==> config.mk <==
export PLATFORM = sky130hd
export DESIGN_NAME = z_event_counter
export DESIGN_NICKNAME = d
export VERILOG_FILES = /design/src/rtl/z_pkg.sv /design/src/rtl/z_debounce.sv /design/src/rtl/z_event_counter.sv
export SDC_FILE = /design/constraint.sdc
export NUM_CORES = 1
export LEC_CHECK = 0
export BUFFER_PORTS_ARGS = -buffer_cell sky130_fd_sc_hd__buf_4
export CORE_UTILIZATION = 43
export CTS_CLUSTER_SIZE = 25
export DETAILED_ROUTE_END_ITERATION = 8
export HOLD_SLACK_MARGIN = 0.05
export SETUP_SLACK_MARGIN = 0.05
export SYNTH_ARGS = -nofsm -noshare
export SYNTH_HDL_FRONTEND = slang
export SYNTH_SLANG_ARGS = --single-unit
==> constraint.sdc <==
create_clock -name clk -period 2 [get_ports clk]
set_clock_uncertainty 0.15 [all_clocks]
set_input_delay 0.3 -clock clk [delete_from_list [all_inputs] [get_ports clk]]
set_output_delay 0.3 -clock clk [all_outputs]
set_load 0.01 [all_outputs]
==> src/rtl/z_pkg.sv <==
// Shared constants and types for the z event-counter slice.
// Default parameters and the snapshot handshake state encoding live here.
package z_pkg;

    localparam int Z_SYNC_STAGES = 2;
    localparam int Z_DEBOUNCE    = 4;
    localparam int Z_CNT_W       = 8;

    typedef enum logic {
        IDLE = 1'b0,
        HOLD = 1'b1
    } snap_state_t;

endpackage

==> src/rtl/z_debounce.sv <==
// Synchronises the asynchronous z input, debounces it into z_clean and
// flags each accepted rising transition.
module z_debounce
    import z_pkg::*;
#(
    parameter int SYNC_STAGES = Z_SYNC_STAGES,
    parameter int DEBOUNCE    = Z_DEBOUNCE
) (
    input  logic clk,
    input  logic rst_n,
    input  logic z_in,
    output logic z_clean,
    output logic rise_pulse,
    output logic rise_evt
);

    localparam logic [7:0] STAB_LAST = 8'(DEBOUNCE - 1);

    logic [SYNC_STAGES-1:0] sync_q;
    logic                   z_sync;
    logic [7:0]             stab_cnt_q, stab_cnt_d;
    logic                   z_clean_q, z_clean_d;
    logic                   rise_pulse_q;

    assign z_sync = sync_q[SYNC_STAGES-1];

    // NOTE: every variable assigned in always_comb gets a default first so no latch is inferred.
    always_comb begin
        stab_cnt_d = stab_cnt_q;
        z_clean_d  = z_clean_q;
        if (z_sync == z_clean_q) begin
            stab_cnt_d = '0;
        end else if (stab_cnt_q == STAB_LAST) begin
            stab_cnt_d = '0;
            z_clean_d  = z_sync;
        end else begin
            stab_cnt_d = stab_cnt_q + 8'd1;
        end
    end

    // Built from registered state only, so the top may count on the same edge.
    assign rise_evt = z_sync & ~z_clean_q & (stab_cnt_q == STAB_LAST);

    // NOTE: sequential state uses non-blocking assignments so every flop samples pre-edge values.
    always_ff @(posedge clk or negedge rst_n) begin
        if (!rst_n) begin
            sync_q       <= '0;
            stab_cnt_q   <= '0;
            z_clean_q    <= 1'b0;
            rise_pulse_q <= 1'b0;
        end else begin
            sync_q       <= {sync_q[SYNC_STAGES-2:0], z_in};
            stab_cnt_q   <= stab_cnt_d;
            z_clean_q    <= z_clean_d;
            rise_pulse_q <= rise_evt;
        end
    end

    assign z_clean    = z_clean_q;
    assign rise_pulse = rise_pulse_q;

endmodule

==> src/rtl/z_event_counter.sv <==
// Counts debounced rising edges of z in a saturating counter and exposes
// a tear-free valid/ready snapshot of the count.
module z_event_counter
    import z_pkg::*;
#(
    parameter int SYNC_STAGES = Z_SYNC_STAGES,
    parameter int DEBOUNCE    = Z_DEBOUNCE,
    parameter int CNT_W       = Z_CNT_W
) (
    input  logic             clk,
    input  logic             rst_n,
    input  logic             z_in,
    input  logic             clear,
    input  logic             snap_req,
    input  logic             rd_ready,
    output logic             z_clean,
    output logic             rise_pulse,
    output logic [CNT_W-1:0] count,
    output logic             sat,
    output logic             rd_valid,
    output logic [CNT_W-1:0] rd_data,
    output logic             snap_ovr
);

    localparam logic [CNT_W-1:0] CNT_MAX = {CNT_W{1'b1}};

    logic             rise_evt;
    logic [CNT_W-1:0] count_q, count_d;
    logic             sat_q, sat_d;
    snap_state_t      state_q, state_d;
    logic [CNT_W-1:0] rd_data_q, rd_data_d;
    logic             snap_ovr_q, snap_ovr_d;
    logic             ovr_set;

    z_debounce #(
        .SYNC_STAGES (SYNC_STAGES),
        .DEBOUNCE    (DEBOUNCE)
    ) u_debounce (
        .clk        (clk),
        .rst_n      (rst_n),
        .z_in       (z_in),
        .z_clean    (z_clean),
        .rise_pulse (rise_pulse),
        .rise_evt   (rise_evt)
    );

    // clear wins over a coincident event; sat also sets on the edge count reaches max.
    always_comb begin
        count_d = count_q;
        sat_d   = sat_q;
        if (clear) begin
            count_d = '0;
            sat_d   = 1'b0;
        end else if (rise_evt) begin
            if (count_q != CNT_MAX) begin
                count_d = count_q + CNT_W'(1);
            end
            if (count_d == CNT_MAX) begin
                sat_d = 1'b1;
            end
        end
    end

    always_comb begin
        state_d = state_q;
        case (state_q)
            IDLE:    if (snap_req) state_d = HOLD;
            HOLD:    if (rd_ready && !snap_req) state_d = IDLE;
            default: state_d = IDLE;
        endcase
    end

    // Snapshots take the registered count, i.e. the value before any same-edge increment.
    always_comb begin
        rd_data_d = rd_data_q;
        ovr_set   = 1'b0;
        case (state_q)
            IDLE: begin
                if (snap_req) rd_data_d = count_q;
            end
            HOLD: begin
                if (rd_ready && snap_req) rd_data_d = count_q;
                else if (!rd_ready && snap_req) ovr_set = 1'b1;
            end
            default: ;
        endcase
        if (clear)        snap_ovr_d = 1'b0;
        else if (ovr_set) snap_ovr_d = 1'b1;
        else              snap_ovr_d = snap_ovr_q;
    end

    always_ff @(posedge clk or negedge rst_n) begin
        if (!rst_n) begin
            count_q    <= '0;
            sat_q      <= 1'b0;
            state_q    <= IDLE;
            rd_data_q  <= '0;
            snap_ovr_q <= 1'b0;
        end else begin
            count_q    <= count_d;
            sat_q      <= sat_d;
            state_q    <= state_d;
            rd_data_q  <= rd_data_d;
            snap_ovr_q <= snap_ovr_d;
        end
    end

    assign count    = count_q;
    assign sat      = sat_q;
    assign rd_valid = (state_q == HOLD);
    assign rd_data  = rd_data_q;
    assign snap_ovr = snap_ovr_q;

endmodule

-- Word level (Yosys, flattened, before mapping)
Cells that the tools add are included.
- register bits: 31
- input port bits: 6
- logic and storage cells: 54
- add/subtract/negate cells: 2
- equality and inequality tests: 6
- multiplexer cells: 21
- bitwise operators: 5
- reductions and logical operators: 11
- operators by type and width (operator ; count):
    8-bit 2-to-1 mux ; 9
    8-bit by 1-bit adder with 8-bit output, second input constant ; 2
    8-bit case mux with 2 select lines ; 1
    1-bit 2-to-1 mux ; 10
    8-bit by 2-bit == test with 1-bit output, second input constant ; 1
    8-bit == test, second input constant ; 1
    8-bit inequality test, second input constant ; 1
    2-bit AND reduction ; 3
    2-bit nonzero test ; 3
    1-bit logical AND ; 3
    1-bit inverter ; 3
    1-bit AND ; 2
    1-bit zero test ; 2
    2-bit by 1-bit inequality test with 1-bit output, second input constant ; 1
    2-bit inequality test, second input constant ; 1
    1-bit case mux with 2 select lines ; 1
    1-bit == test ; 1

-- Depth between registers and ports, before layout
Gate-level depths: netlist (run 1).
- depth in word-level cells: 9
- depth in mapped cells: 7
- depth with buffers taken out: 7

-- Cells and area by module
From an unflattened synthesis (run 1), not the netlist that was laid out.
- cells, all modules: 144
- area total of the unflattened synthesis: 1562.7 um2
- by module, submodules not included (module ; times used ; cells an instance ; area each (um2)):
    z_event_counter ; 1 ; 96 ; 1011.0
    z_debounce ; 1 ; 48 ; 551.8

-- Least setup slack after synthesis (run 1)
OpenSTA, ideal clock, no wires.
- kind: register -> register
- start point: reg u_debounce.z_clean_q, in the netlist u_debounce.z_clean
- end point: reg count_q[7], in the netlist count[7]
- arrival: 1.533 ns
- slack: 0.197 ns
- stages on the path, launching flop included: 7
- path buffers: 0
- path through: dfrtp_1 -> inv_1 -> ha_1 -> or4bb_1 -> nor3_2 -> a31oi_1 -> a41o_1
- longest elaborated chain between the ends: 4
- ends and longest elaborated chain (item ; line ; text):
    start, declared ; z_debounce.sv:22 ; logic z_clean_q, z_clean_d;
    start signal, assigned ; z_debounce.sv:54 ; z_clean_q <= z_clean_d;
    1-bit inverter ; z_debounce.sv:42 ; assign rise_evt = z_sync & ~z_clean_q & (stab_cnt_q == STAB_LAST);
    1-bit AND (2 in a row) ; z_debounce.sv:42 ;
    2-bit nonzero test (no line) ; -- ;
    end signal, assigned ; z_event_counter.sv:100 ; count_q <= count_d;
    end, declared ; z_event_counter.sv:28 ; logic [CNT_W-1:0] count_q, count_d;
No other way between the ends.
A chain may end at the register's enable or synchronous reset.

-- Worst setup path after layout (run 1)
- start point: reg u_debounce.stab_cnt_q[1]
- end point: reg count_q[7], in the netlist count[7]
- longest elaborated chain between the ends: 3
- ends and longest elaborated chain (item ; line ; text):
    start, declared ; z_debounce.sv:21 ; logic [7:0] stab_cnt_q, stab_cnt_d;
    start signal, assigned ; z_debounce.sv:53 ; stab_cnt_q <= stab_cnt_d;
    8-bit by 2-bit == test with 1-bit output ; z_debounce.sv:42 ;
    1-bit AND ; z_debounce.sv:42 ;
    2-bit nonzero test (no line) ; -- ;
No other way between the ends.

==> metrics.csv, run 1 <==
metric,value,unit
outcome,finished clean,
Final setup viols,0,
Yosys warning total,0,
worst path cell trace,ha_4 > or4bb_4 > nor3_4 > buf_4 > a31oi_1 > a41o_1,
# IOs,27,
CTS buffer count,5,
Reg power frac,54.2,%
layout cells sized above 1,31.1,%
vias per cell,5.44,
Post-DRT Antenna Nets,0,
placed cells,210,
total die area,3690,um^2
Post-Route WL,3160,um
CP endpoint kind,flop,
cells after synthesis,141,
CP max-delay cell,or4bb_4,
GRT Util Overall,19.7,%
Syn Area/Cell,10.5,um^2
Placer Congestion,0.898,
"commonest non-fill, non-tap cell in the layout",buf_4,
Synth Area in Adders,2.53,%
Post-Layout Cell Count,227,
vias in the first global route,1117,
"commonest non-fill, non-tap cells in the layout","buf_4 (34), dfrtp_1 (31), nor2_1 (17), nand2_1 (10), mux2_2 (9)",
Pre-antenna DRT Iters,4,
Lkg Pwr,0.895,nW
CTS sink cnt,31,
initial antenna violation count,0,
CTS tree,built,
first-pass GRT wire length,5130,um
Die H,60.7,um
Power Density,688,nW/um^2
Synth cell types,35,
pre-CTS setup slack,0.129,ns
max-slew violations,0,
Initial DRC Count,31,
crit path max fanout,5,
H-tree depth,2,
XOR/XNOR Fraction of Synth Area,4.13,%
clk_lat worst skew,0.33,ns
"Cell Area, Synth",1480,um^2
RSZ-0062 raised after global routing,true,
simple-gate area share of the yosys netlist,22.1,%
Congestion Overflow GR,0,
Detail Placement HPWL,2140,um
Worst path top cell family by delay,simple AND/OR/NAND/NOR gates,
max_cap viols,0,
core area,3150,um^2
Die Width,60.7,um
final hold slack,0.0800,ns
Compound-Gate Fraction of Synth Area,9.70,%
largest net degree at the start of global routing,32,
DRC Markers,0,
CP Launch Type,flop,
Worst-path clk slew,0.09,ns
# nets final,191,
largest family of logic cells by synthesized area,simple AND/OR/NAND/NOR gates,
Clock Power Share,26.1,%
Worst slew margin,74.1,%
row count,20,
WP data arrival,2.05,ns
Critical Path RT,2.08,ns
mux cell area share after synthesis,6.83,%
Final Hold Fails,0,
fin crit share,98.4,%
Crit path largest cell delay,0.54,ns
routed via count,1236,
clock root buffer,clkbuf_4,
switching portion of total power,27.9,%
Synth Net Count,150,
Routed WL per cell,13.9,um
GRT Max-Usage Layer,met2,
Least-Margin Pin Slew,0.388,ns
min cycle time layout,1.97,ns
Tightest Hold Check Type,input pin to flop,
Yosys reg bits,31,
Setup WS post-layout,0.0312,ns
Initial Util,47.1,%
met3 track demand over resource,7.04,%
Buffers on Ports,26,
maximum vdd drop,433,uV
met1 usage,24.4,%
Ant. Diodes,0,
Internal,936,uW
worst path bufs/invs,1,
critical path type,flop to flop,
Fmax achieved,0.508,GHz
Layout area overhead,27.3,%
Logic pwr share,19.7,%
met2 Use GR,31.2,%
sequential area share after synthesis,52.3,%
CTS Buffer Depth,2,
sw power,363,uW
kinds of logic after synthesis:
logic type	count (synthesis)
simple gates	60
xor+xnor	7
mux	9
flops	31
compound gates	22
buf+inv	9
fa+ha+maj	3
layer usage:
| layer | vias to the layer above | part of all wire, % |
|---|---|---|
| met5 | - | 0 |
| met3 | 8 | 5.8 |
| li1 | 586 | - |
| met4 | 0 | 2.0 |
| met2 | 50 | 47 |
| met1 | 592 | 45 |
power by group through the flow:
stage	Clock, mW	Sequential (mW)	Combinational (mW)
2_1_floorplan	0	0.717	0.128
3_3_place_gp	0	0.709	0.207
3_5_place_dp	0	0.712	0.208
4_1_cts	0.358	0.700	0.216
5_1_grt	0.387	0.711	0.292
6_report	0.339	0.704	0.255
final timing paths:
| path | start | end | slack, ns | cells after the start |
|---|---|---|---|---|
| max | u_debounce.stab_cnt_q[1] | count[7] | 0.03 | 6 |
| min | rd_ready | rd_valid | 0.08 | 4 |
| max reg2reg | u_debounce.stab_cnt_q[1] | count[7] | 0.03 | 6 |
| min reg2reg | u_debounce.sync_q[0] | u_debounce.sync_q[1] | 0.22 | 0 |
| max in group asynchronous | rst_n | rd_data[5] | 1.14 | 2 |
| min in group asynchronous | rst_n | count[7] | 0.28 | 2 |
repair_timing:
action,in CTS,in global routing
setup endpoints to repair,0,4
hold buffers,4,0
resized for setup,0,4
buffers inserted,0,5
hold endpoints to repair,34,0
cells in the mapped netlist (all sizes together):
cell type,number,area share (%)
a211oi,2,1.0
a21o,1,0.51
a21oi,5,1.7
a2bb2oi,1,0.59
a31oi,6,2.5
a41o,1,0.67
and2,2,0.84
and3,3,1.3
and4bb,1,0.84
buf,1,0.34
clkbuf,3,0.84
dfrtp,31,52
ha,3,2.5
inv,5,1.3
mux2,9,6.8
nand2,10,2.5
nand2b,4,1.7
nand3,8,2.7
nand4,4,1.7
nor2,17,4.3
nor3,4,1.7
nor4,2,1.9
o21ai,4,1.3
o31ai,2,1.3
or2,1,0.42
or3,1,0.42
or4,2,1.0
or4bb,1,0.76
xnor2,5,3.0
xor2,2,1.2
through the flow:
step	setup TNS (ns)	power [mW]	area, um^2	utilization, %
4_1_cts	0	1.27	1830	58.0
3_5_place_dp	0	0.920	1740	55.2
6_report	0	1.30	1890	59.9
5_1_grt	-0.125	1.39	1890	59.9
3_3_place_gp	0	0.916	1740	55.2
2_1_floorplan	0	0.845	1480	-
worst min-delay path, delay by kind of cell:
family	cells	cell delay, ns
and+or+nand+nor	2	0.12
buffers and inverters	2	0.11
flip-flops by register name, summed over array words and instances, names as in the netlist:
register	flops
rd_valid	1
sat	1
u_debounce.stab_cnt_q	8
u_debounce.sync_q	2
count	8
u_debounce.z_clean	1
rd_data	8
snap_ovr	1
u_debounce.rise_pulse	1
final cells by class:
cell class                      instances  area, um^2
Fill cell                             285        1260
Sequential cell                        31         776
Multi-Input combinational cell        101         694
Timing Repair Buffer                   38         295
Tap cell                               44        55.1
Clock buffer                            7        45.0
Inverter                                5        18.8
Clock inverter                          1        5.00
Power figures use the tool's default switching activity.
==> inputs of run 2 (changes only) <==
Clock period 2 ns to 2.2 ns, I/O delays scaled along.
==> metrics.csv, run 2 (synthesized netlist as in run 1, its figures left out) <==
metric,value,unit
Power Density,620,nW/um^2
Setup WS post-layout,0.308,ns
placed inst area,1720,um^2
final instance area,1790,um^2
Post-Route WL,2930,um
WP data arrival,1.96,ns
maximum vdd drop,432,uV
CTS buffer count,5,
Tightest Hold Check Type,input pin to flop,
# fillers,292,
total die area,3690,um^2
Post-DRT Antenna Nets,0,
core area,3150,um^2
clock root buffer,clkbuf_4,
row count,20,
CTS tree,built,
count of cells resized by post-cts repair,0,
worst path cell trace,inv_1 > ha_1 > or4bb_1 > nor3_2 > a31oi_1 > a41o_1,
# IOs,27,
Initial Util,47.1,%
fin crit share,86.0,%
Register Area,776,um^2
# nets final,182,
critical path type,flop to flop,
Lkg Pwr,0.843,nW
Detail Placement HPWL,2140,um
vias in the first global route,1175,
CP max-delay cell,or4bb_1,
Ant. Diodes,0,
routed via count,1183,
Congestion Overflow GR,0,
Layout area overhead,20.3,%
"commonest non-fill, non-tap cell in the layout",dfrtp_1,
Crit path largest cell delay,0.50,ns
final hold slack,0.0627,ns
H-tree depth,2,
Die Width,60.7,um
GRT Util Overall,19.0,%
layout cells sized above 1,27.3,%
Worst slew margin,74.7,%
Least-Margin Pin Slew,0.379,ns
max_cap viols,0,
multi-input logic area,672,um^2
Routed WL per cell,13.6,um
# Post-CTS Setup Buffers,0,
Die H,60.7,um
total negative slack,0,ns
first-pass GRT wire length,4990,um
RSZ-0062 raised after global routing,false,
Final setup viols,0,
CTS Buffer Depth,2,
clk_lat worst skew,0.33,ns
Fmax achieved,0.529,GHz
largest net degree at the start of global routing,32,
outcome,finished clean,
CP Launch Type,flop,
"commonest non-fill, non-tap cells in the layout","dfrtp_1 (31), buf_4 (27), nor2_1 (17), nand2_1 (10), mux2_2 (9)",
initial antenna violation count,0,
max-slew violations,0,
crit path max fanout,3,
Initial DRC Count,34,
Hold Buf Count CTS,2,
CP endpoint kind,flop,
min cycle time layout,1.89,ns
DRC Markers,0,
Final Hold Fails,0,
vias per cell,5.48,
pre-CTS setup slack,0.330,ns
Worst-path clk slew,0.08,ns
Pre-antenna DRT Iters,4,
Buffers on Ports,26,
CTS sink cnt,31,
Critical Path RT,2.27,ns
Placer Congestion,0.948,
## run 2: changes by cell type in the layout (fill, tap and decap cells not counted), sizes merged
| cell | before | now |
|---|---|---|
| buf | 34 | 27 |
| dlygate4sd3 | 4 | 2 |
| clkbuf | 7 | 6 |
| clkinv | 1 | 0 |
## run 2: path summary, 6_finish.rpt
check | start | to | slack [ns] | cells after the start
worst max-delay path | u_debounce.z_clean | count[7] | 0.31 | 6
max in group asynchronous | rst_n | sat | 1.30 | 2
worst min register to register | u_debounce.sync_q[0] | u_debounce.sync_q[1] | 0.21 | 0
worst min-delay path | snap_req | rd_valid | 0.06 | 2
worst max register to register | u_debounce.z_clean | count[7] | 0.31 | 6
min in group asynchronous | rst_n | rd_valid | 0.33 | 2
## run 2: stage by stage
stage / total power, mW / util [%] / cells
final: 1.11 / 56.6 / 216
after global routing: 1.18 / 56.6 / 216
after CTS: 1.12 / 56.6 / 216
after detailed placement: 0.833 / 54.7 / 208
after global placement: 0.829 / 54.7 / 208
after floorplan: 0.768 / - / 141
## run 2: power breakdown
part           switching, mW  internal, mW  leakage (nW)  total, mW
clock                  0.172         0.113        0.0242      0.285
combinational          0.103        0.0823         0.398      0.185
sequential            0.0294         0.607         0.421      0.637
total                  0.304         0.803         0.843       1.11
## run 2: critical path: cells and delay by family (launching register included)
family                     cells  cell delay (ns)
AOI/OAI and AO/OA              2             0.33
adders and majority gates      1             0.14
buffers and inverters          1             0.06
DFF                            1             0.40
and+or+nand+nor                2             0.71
## run 2: layer usage
metal	track usage (%)	vias up	wire (um)
met5	0	-	0
met4	10.1	0	62
met3	6.82	7	177
met2	32.2	48	1450
met1	21.0	561	1240
li1	-	567	-
## run 2: final cells by class
class,instances,share of cell area [%]
Tap cell,44,3.08
Sequential cell,31,43.4
Multi-Input combinational cell,101,37.6
Inverter,5,1.05
Timing Repair Buffer,29,12.5
Clock buffer,6,2.31
==> inputs of run 3 (changes only) <==
Clock period 2.2 ns to 2.1 ns, I/O delays scaled along.
==> metrics.csv, run 3 (synthesized netlist as in run 1, its figures left out) <==
metric,value,unit
outcome,finished clean,
DRC Markers,0,
Power Density,689,nW/um^2
Ant. Diodes,0,
Worst slew margin,74.0,%
vias in the first global route,1145,
H-tree depth,2,
critical path type,flop to flop,
hold_sp,clear,
total die area,3690,um^2
Final Core Density,57.8,%
Die Width,60.7,um
CTS tree,built,
WP data arrival,1.98,ns
Layout area overhead,22.9,%
clk_lat worst skew,0.33,ns
CP startpoint,u_debounce.z_clean,
FF-to-FF setup slack,0.21,ns
worst path bufs/invs,1,
Crit path largest cell delay,0.50,ns
RR Startpoint,u_debounce.z_clean,
"commonest non-fill, non-tap cell in the layout",dfrtp_1,
worst path cell trace,inv_1 > ha_1 > or4bb_1 > nor3_2 > nand4_1 > o31ai_2,
max-slew violations,0,
row count,20,
layout cells sized above 1,28.0,%
crit path max fanout,3,
CTS sink cnt,31,
vias per cell,5.42,
Routed WL per cell,13.7,um
Congestion Overflow GR,0,
Initial DRC Count,35,
RSZ-0062 raised after global routing,false,
final hold slack,0.0779,ns
Placer Congestion,0.948,
CTS Buffer Depth,2,
Fmax achieved,0.530,GHz
# IOs,27,
Worst-path clk slew,0.09,ns
min cycle time layout,1.89,ns
CTS buffer count,5,
max_cap viols,0,
initial antenna violation count,0,
# nets final,183,
largest net degree at the start of global routing,32,
CP Launch Type,flop,
clock root buffer,clkbuf_4,
Critical Path RT,2.19,ns
pre-CTS setup slack,0.230,ns
# fillers,298,
core area,3150,um^2
Setup WS post-layout,0.214,ns
total negative slack,0,ns
GRT Util Overall,19.4,%
Initial Util,47.1,%
Final Hold Fails,0,
Worst path top cell family by delay,simple AND/OR/NAND/NOR gates,
Detail Placement HPWL,2140,um
Tightest Hold Check Type,input pin to flop,
Buffers on Ports,26,
maximum vdd drop,454,uV
CP endpoint kind,flop,
Pre-antenna DRT Iters,4,
routed via count,1187,
Post-Route WL,3000,um
Lkg Pwr,0.861,nW
Least-Margin Pin Slew,0.391,ns
Final setup viols,0,
fin crit share,89.8,%
Post-DRT Antenna Nets,0,
first-pass GRT wire length,5060,um
CP max-delay cell,or4bb_1,
Die H,60.7,um
"commonest non-fill, non-tap cells in the layout","dfrtp_1 (31), buf_4 (27), nor2_1 (17), nand2_1 (10), mux2_2 (9)",
[run 3: cell count changes in the layout (fill, tap and decap cells not counted)]
| cell | before | now |
|---|---|---|
| clkbuf_8 | 0 | 2 |
| dlygate4sd3_1 | 2 | 3 |
[run 3: layout make-up]
| type | instances | area, um^2 | area share (%) |
|---|---|---|---|
| clock buffer | 8 | 68.8 | 3.77 |
| inverter | 5 | 18.8 | 1.03 |
| multi-input combinational | 101 | 672 | 36.9 |
| sequential | 31 | 776 | 42.6 |
| tap | 44 | 55.1 | 3.02 |
| timing repair buffer | 30 | 233 | 12.8 |
[run 3: power breakdown]
group          internal, mW  switching [mW]
Combinational        0.0874           0.108
Sequential            0.636          0.0315
Clock                 0.197           0.195
Total                 0.920           0.335
[run 3: path summary, 6_finish.rpt]
| path | cells after the start | end |
|---|---|---|
| worst max-delay path | 6 | sat |
| worst min-delay path | 2 | count[0] |
| worst max register to register | 6 | sat |
| worst min register to register | 0 | u_debounce.sync_q[1] |
| max in group asynchronous | 2 | u_debounce.z_clean |
| min in group asynchronous | 2 | rd_data[6] |
[run 3: what timing repair did]
| item | 4_1_cts | 5_1_grt |
|---|---|---|
| hold endpoints to repair | 33 | 0 |
| hold buffers | 3 | 0 |
| setup buffers | 0 | 0 |
| resized for setup | 0 | 0 |
[run 3: worst reg2reg max path, delay by kind of cell, from the launching register on]
kind / cells / cell delay [ns]
buffers and inverters: 1 / 0.06
adder cells (fa/ha/maj): 1 / 0.14
AO/OA/AOI/OAI: 1 / 0.21
AND/OR/NAND/NOR: 3 / 0.85
flip-flops: 1 / 0.40
[run 3: metrics by stage]
step,power (mW),area (um^2),cells
2_1_floorplan,0.805,1480,141
3_5_place_dp,0.874,1720,208
4_1_cts,1.27,1820,219
5_1_grt,1.33,1820,219
6_report,1.26,1820,219
3_3_place_gp,0.868,1720,208
[run 3: routing by layer]
metal | share of wire (%) | GRT usage [%] | vias up
li1 | - | - | 579
met1 | 44 | 22.9 | 563
met2 | 49 | 31.7 | 40
met3 | 5.3 | 6.61 | 5
met4 | 1.9 | 9.74 | 0
met5 | 0 | 0 | -
